===== config.mk =====
export PLATFORM = sky130hd
export DESIGN_NAME = way_select_decoder
export DESIGN_NICKNAME = d
export VERILOG_FILES = /design/src/rtl/way_select_decoder.sv
export SDC_FILE = /design/constraint.sdc
export NUM_CORES = 1
export LEC_CHECK = 0
export ABC_AREA = 1
export CORE_MARGIN = 3
export CORE_UTILIZATION = 36
export DETAILED_ROUTE_END_ITERATION = 7
export MAX_ROUTING_LAYER = met4
export PLACE_DENSITY = 0.72
export SYNTH_ARGS = -nofsm -noshare
export SYNTH_HDL_FRONTEND = slang
export SYNTH_SLANG_ARGS = --single-unit

===== constraint.sdc =====
create_clock -name i_clk -period 0.95 [get_ports i_clk]
set_input_delay 0.1425 -clock i_clk [delete_from_list [all_inputs] [get_ports i_clk]]
set_output_delay 0.1425 -clock i_clk [all_outputs]
set_load 0.02 [all_outputs]

===== src/rtl/way_select_decoder.sv =====
// Registered one-hot way-select decoder: hit index or round-robin victim, one output stage.
// Optional INVALID_FIRST_EN: on a miss, allocate the lowest-numbered invalid way before using the pointer.
module way_select_decoder #(
    parameter  int INDEX_WIDTH = 3,
    localparam int WAYS        = 2 ** INDEX_WIDTH
) (
    input  logic                   i_clk,
    input  logic                   i_reset,
    input  logic                   i_in_valid,
    output logic                   o_in_ready,
    input  logic                   i_in_hit,
    input  logic [INDEX_WIDTH-1:0] i_in_index,
    input  logic [WAYS-1:0]        i_in_valid_ways,
    output logic                   o_out_valid,
    input  logic                   i_out_ready,
    output logic [WAYS-1:0]        o_out_way,
    output logic [INDEX_WIDTH-1:0] o_out_index,
    output logic                   o_out_miss
);

    logic                   r_out_valid;
    logic [WAYS-1:0]        r_out_way;
    logic [INDEX_WIDTH-1:0] r_out_index;
    logic                   r_out_miss;
    logic [INDEX_WIDTH-1:0] r_ptr;

    logic                   w_in_ready;
    logic                   w_accept;
    logic [INDEX_WIDTH-1:0] w_victim;
    logic                   w_victim_uses_ptr;
    logic [INDEX_WIDTH-1:0] w_sel;
    logic                   w_ptr_adv;

    assign w_in_ready = !i_reset && (!r_out_valid || i_out_ready);
    assign w_accept   = i_in_valid && w_in_ready;

`ifdef INVALID_FIRST_EN
    // Descending scan so the last assignment wins with the lowest invalid way.
    always_comb begin
        w_victim          = r_ptr;
        w_victim_uses_ptr = 1'b1;
        for (int k = WAYS - 1; k >= 0; k--) begin
            if (!i_in_valid_ways[k]) begin
                w_victim          = INDEX_WIDTH'(k);
                w_victim_uses_ptr = 1'b0;
            end
        end
    end
`else
    logic w_unused_valid_ways;
    assign w_unused_valid_ways = ^i_in_valid_ways;
    assign w_victim            = r_ptr;
    assign w_victim_uses_ptr   = 1'b1;
`endif

    assign w_sel     = i_in_hit ? i_in_index : w_victim;
    assign w_ptr_adv = w_accept && !i_in_hit && w_victim_uses_ptr;

    always_ff @(posedge i_clk) begin
        if (i_reset) begin
            r_out_valid <= 1'b0;
            r_out_way   <= '0;
            r_out_index <= '0;
            r_out_miss  <= 1'b0;
            r_ptr       <= '0;
        end else begin
            if (w_accept) begin
                r_out_valid <= 1'b1;
                r_out_way   <= WAYS'(1) << w_sel;
                r_out_index <= w_sel;
                r_out_miss  <= !i_in_hit;
            end else if (r_out_valid && i_out_ready) begin
                r_out_valid <= 1'b0;
            end
            // Pointer wraps naturally at WAYS since it is exactly INDEX_WIDTH bits.
            if (w_ptr_adv) begin
                r_ptr <= r_ptr + INDEX_WIDTH'(1);
            end
        end
    end

    assign o_in_ready  = w_in_ready;
    assign o_out_valid = r_out_valid;
    assign o_out_way   = r_out_way;
    assign o_out_index = r_out_index;
    assign o_out_miss  = r_out_miss;

endmodule


==> results_dict.tcl <==
set metrics [dict create \
    clkTransAtPathRegs_ps 90 \
    cts_max_path_buffers 2 \
    worst_clock_skew_ps 0.938 \
    root_buffer "clkbuf_4" \
    grt_max_degree 14 \
    rr_worst_depth 6 \
    gp_congestion 0.793 \
    leakage_nw 0.548 \
    portBuffers 21 \
    yosys-top-cells-area "dfxtp_1 (45%), nand2_1 (20%), a21oi_1 (9.8%)" \
    hp-start "i_out_ready" \
    io-pin-count 30 \
    yosysWarnings 0 \
    stdcell_count 167 \
    die_area_mm2 0.00255 \
    h-tree-depth 1 \
    netlist_instances 103 \
    power.density_mw_per_mm2 1250 \
    start_util_pct 39.6 \
    insertion_delay_ps 280 \
    wl_per_cell_um 10.8 \
    crit_path_top_delay_cell "dfxtp_4" \
    synth_xor_area_share_pct 0 \
    grt_pass1_vias 697 \
    pwr-share-clk_pct 30.3 \
    coreArea_mm2 0.00180 \
    crit_buf_inv 1 \
    drive_above_1_share_pct 45.8 \
    dpl-instance-area_mm2 0.00108 \
    fin_util_pct 65.8 \
    cp_max_fo 3 \
    swShare_pct 27.6 \
    postCtsHoldBufs 0 \
    rsz0062_at_grt "true" \
    finalHoldViolations 0 \
    cts_tree "yes" \
    grt_overflow 0 \
    antenna_found_initial 0 \
    hold_class "input port to flop" \
    drv_cap 0 \
    period_needed_ps 1140 \
    synthMuxAreaShare_pct 0 \
    min_path_cells 5 \
    switching_power_uw 410 \
    worst_hold_slack_ps 430 \
    syn-num-nets 120 \
    end_kind "output port" \
    clock-sinks 16 \
    fin_ws_ps -189 \
    reg2reg_to "o_out_way[2]" \
    internal-power_mw 1.08 \
    grt_use_total_pct 15.4 \
    max_freq_ghz 0.878 \
    finalSetupViolations 18 \
    cp.required_ps 810 \
    chipWidth_um 50.5 \
    pre_cts_slack_ps -645 \
    routed_wl_um 1800 \
    finalPower_mw 1.49 \
    cp.arrival_ps 1000 \
    rows 15 \
    hold_end "o_out_valid" \
    crit_family "flip-flops" \
    p_comb_share_pct 21.7 \
    slew_headroom_pct 78.8 \
    synth_compound_area_share_pct 12.5 \
    path_cells "dlygate4sd2_1" \
    num_antenna_cells 0 \
    syn-cell-area_um2 713 \
    grt_pass1_wl_um 2910 \
    synth.yosys.seq_area_share_pct 44.9 \
    ff2ff_setup_slack_ps -170 \
    peakVddDrop_v 0.000751 \
    ant_nets 0 \
    cpPeakStageDelay_ps 380 \
    timing.final.crit_share_pct 120 \
    yosys.cell_types.count 16 \
    multiInputGateArea_um2 432 \
    critPathKind "flop to output port" \
    drt_iter0_drc 37 \
    cts_buffers 3 \
    synth_simple_gate_area_share_pct 33.0 \
    slew_viol_final 0 \
    power_frac_seq_pct 47.9 \
    synth_area_per_cell_um2 6.92 \
    yosys.area_share.adder_pct 1.75 \
    fill_cells 168 \
    area_delta_synth_final_pct 66.3 \
    finalSetupTns_ps -2370 \
    synth_top_family_by_area "simple AND/OR/NAND/NOR gates" \
    violations "negative setup slack" \
    r2r-start "o_out_valid" \
    cp-start-kind "flop" \
    drc 0 \
    dpl.hpwl_um 1240 \
    vias_per_cell 4.68 \
    finalInstanceArea_mm2 0.00119 \
    status "finished with violations" \
    max_slew.worst_pin.slew_ps 314 \
    via_count 782 \
    dr.pass1.iters 4 \
    fin_nets 160 \
    ys_seq_elements 16 \
    placed_cells 161 \
    synth.top_cell.area_share_pct 44.9 \
    yosysTopAreaCell "dfxtp_1" \
    regArea_um2 333 \
    die_h_um 50.5 \
]
worst min-delay path, stage by stage:
cell	delay (ps)
dlygate4sd2_1	210
inv_2	50
buf_4	130
nand2_4	80
a21oi_1	60
how the worst max path moves through the flow:
stage                           start            to  slack (ps)  cells after the start
after floorplan           o_out_valid    o_out_miss         -20                      5
after global placement    i_out_ready    o_in_ready        -630                      4
after detailed placement  i_out_ready    o_in_ready        -650                      4
after CTS                 o_out_valid  o_out_way[7]        -200                      6
after global routing      o_out_valid  o_out_way[7]        -240                      6
final                     o_out_valid   o_out_valid        -190                      1
power groups by stage:
stage	Clock [mW]	Combinational (mW)	Sequential [mW]
detailed placement	0	0.293	0.724
global route	0.493	0.351	0.717
CTS	0.459	0.296	0.708
floorplan	0	0.124	0.747
global placement	0	0.287	0.722
finish	0.451	0.323	0.712
routing by layer:
metal  track usage, %  wire, um  vias up
met5                -         0        -
li1                 -         -      406
met2             26.7       907       30
met4             7.62        51        0
met1             17.4       726      338
met3             1.78       111        8
flip-flops by register name, summed over array words and instances, names as in the netlist:
register and cells:
r_ptr 3, o_out_miss 1, o_out_index 3, o_out_way 8
o_out_valid 1
what timing repair did:
item,CTS,global route
setup endpoints to repair,30,30
hold endpoints to repair,0,0
buffers inserted,1,0
resized for setup,69,30
cloned,1,0
pin swaps,6,3
cells in the mapped netlist, drive strengths merged:
cell     n
a21oi   15
buf      2
clkbuf   1
dfxtp   16
ha       1
inv      9
nand2   38
nand3    3
nand4    1
nor2    15
o21ai    2
kinds of logic after synthesis:
group / count (synthesis)
AND/OR/NAND/NOR: 57
AO/OA/AOI/OAI: 17
flip-flops: 16
buffers and inverters: 12
adder cells (fa/ha/maj): 1
placed cells by master (no fill, tap or decap), drive strengths merged:
cell type | netlist | layout
ha | 1 | 1
buf | 2 | 29
o21ai | 2 | 2
inv | 9 | 9
nor2 | 15 | 15
nand4 | 1 | 1
clkdlybuf4s50 | 0 | 4
dfxtp | 16 | 16
dlygate4sd2 | 0 | 4
nand2 | 38 | 38
nand3 | 3 | 4
a21oi | 15 | 15
clkbuf | 1 | 4
final cells by class:
type / count / share of cell area (%)
clock buffers: 4 / 3.06
flip-flops and latches: 16 / 28.1
inverters: 9 / 2.85
multi-input cells: 76 / 36.4
repair buffers: 37 / 27.0
well taps: 25 / 2.64
Power figures use the tool's default switching activity.
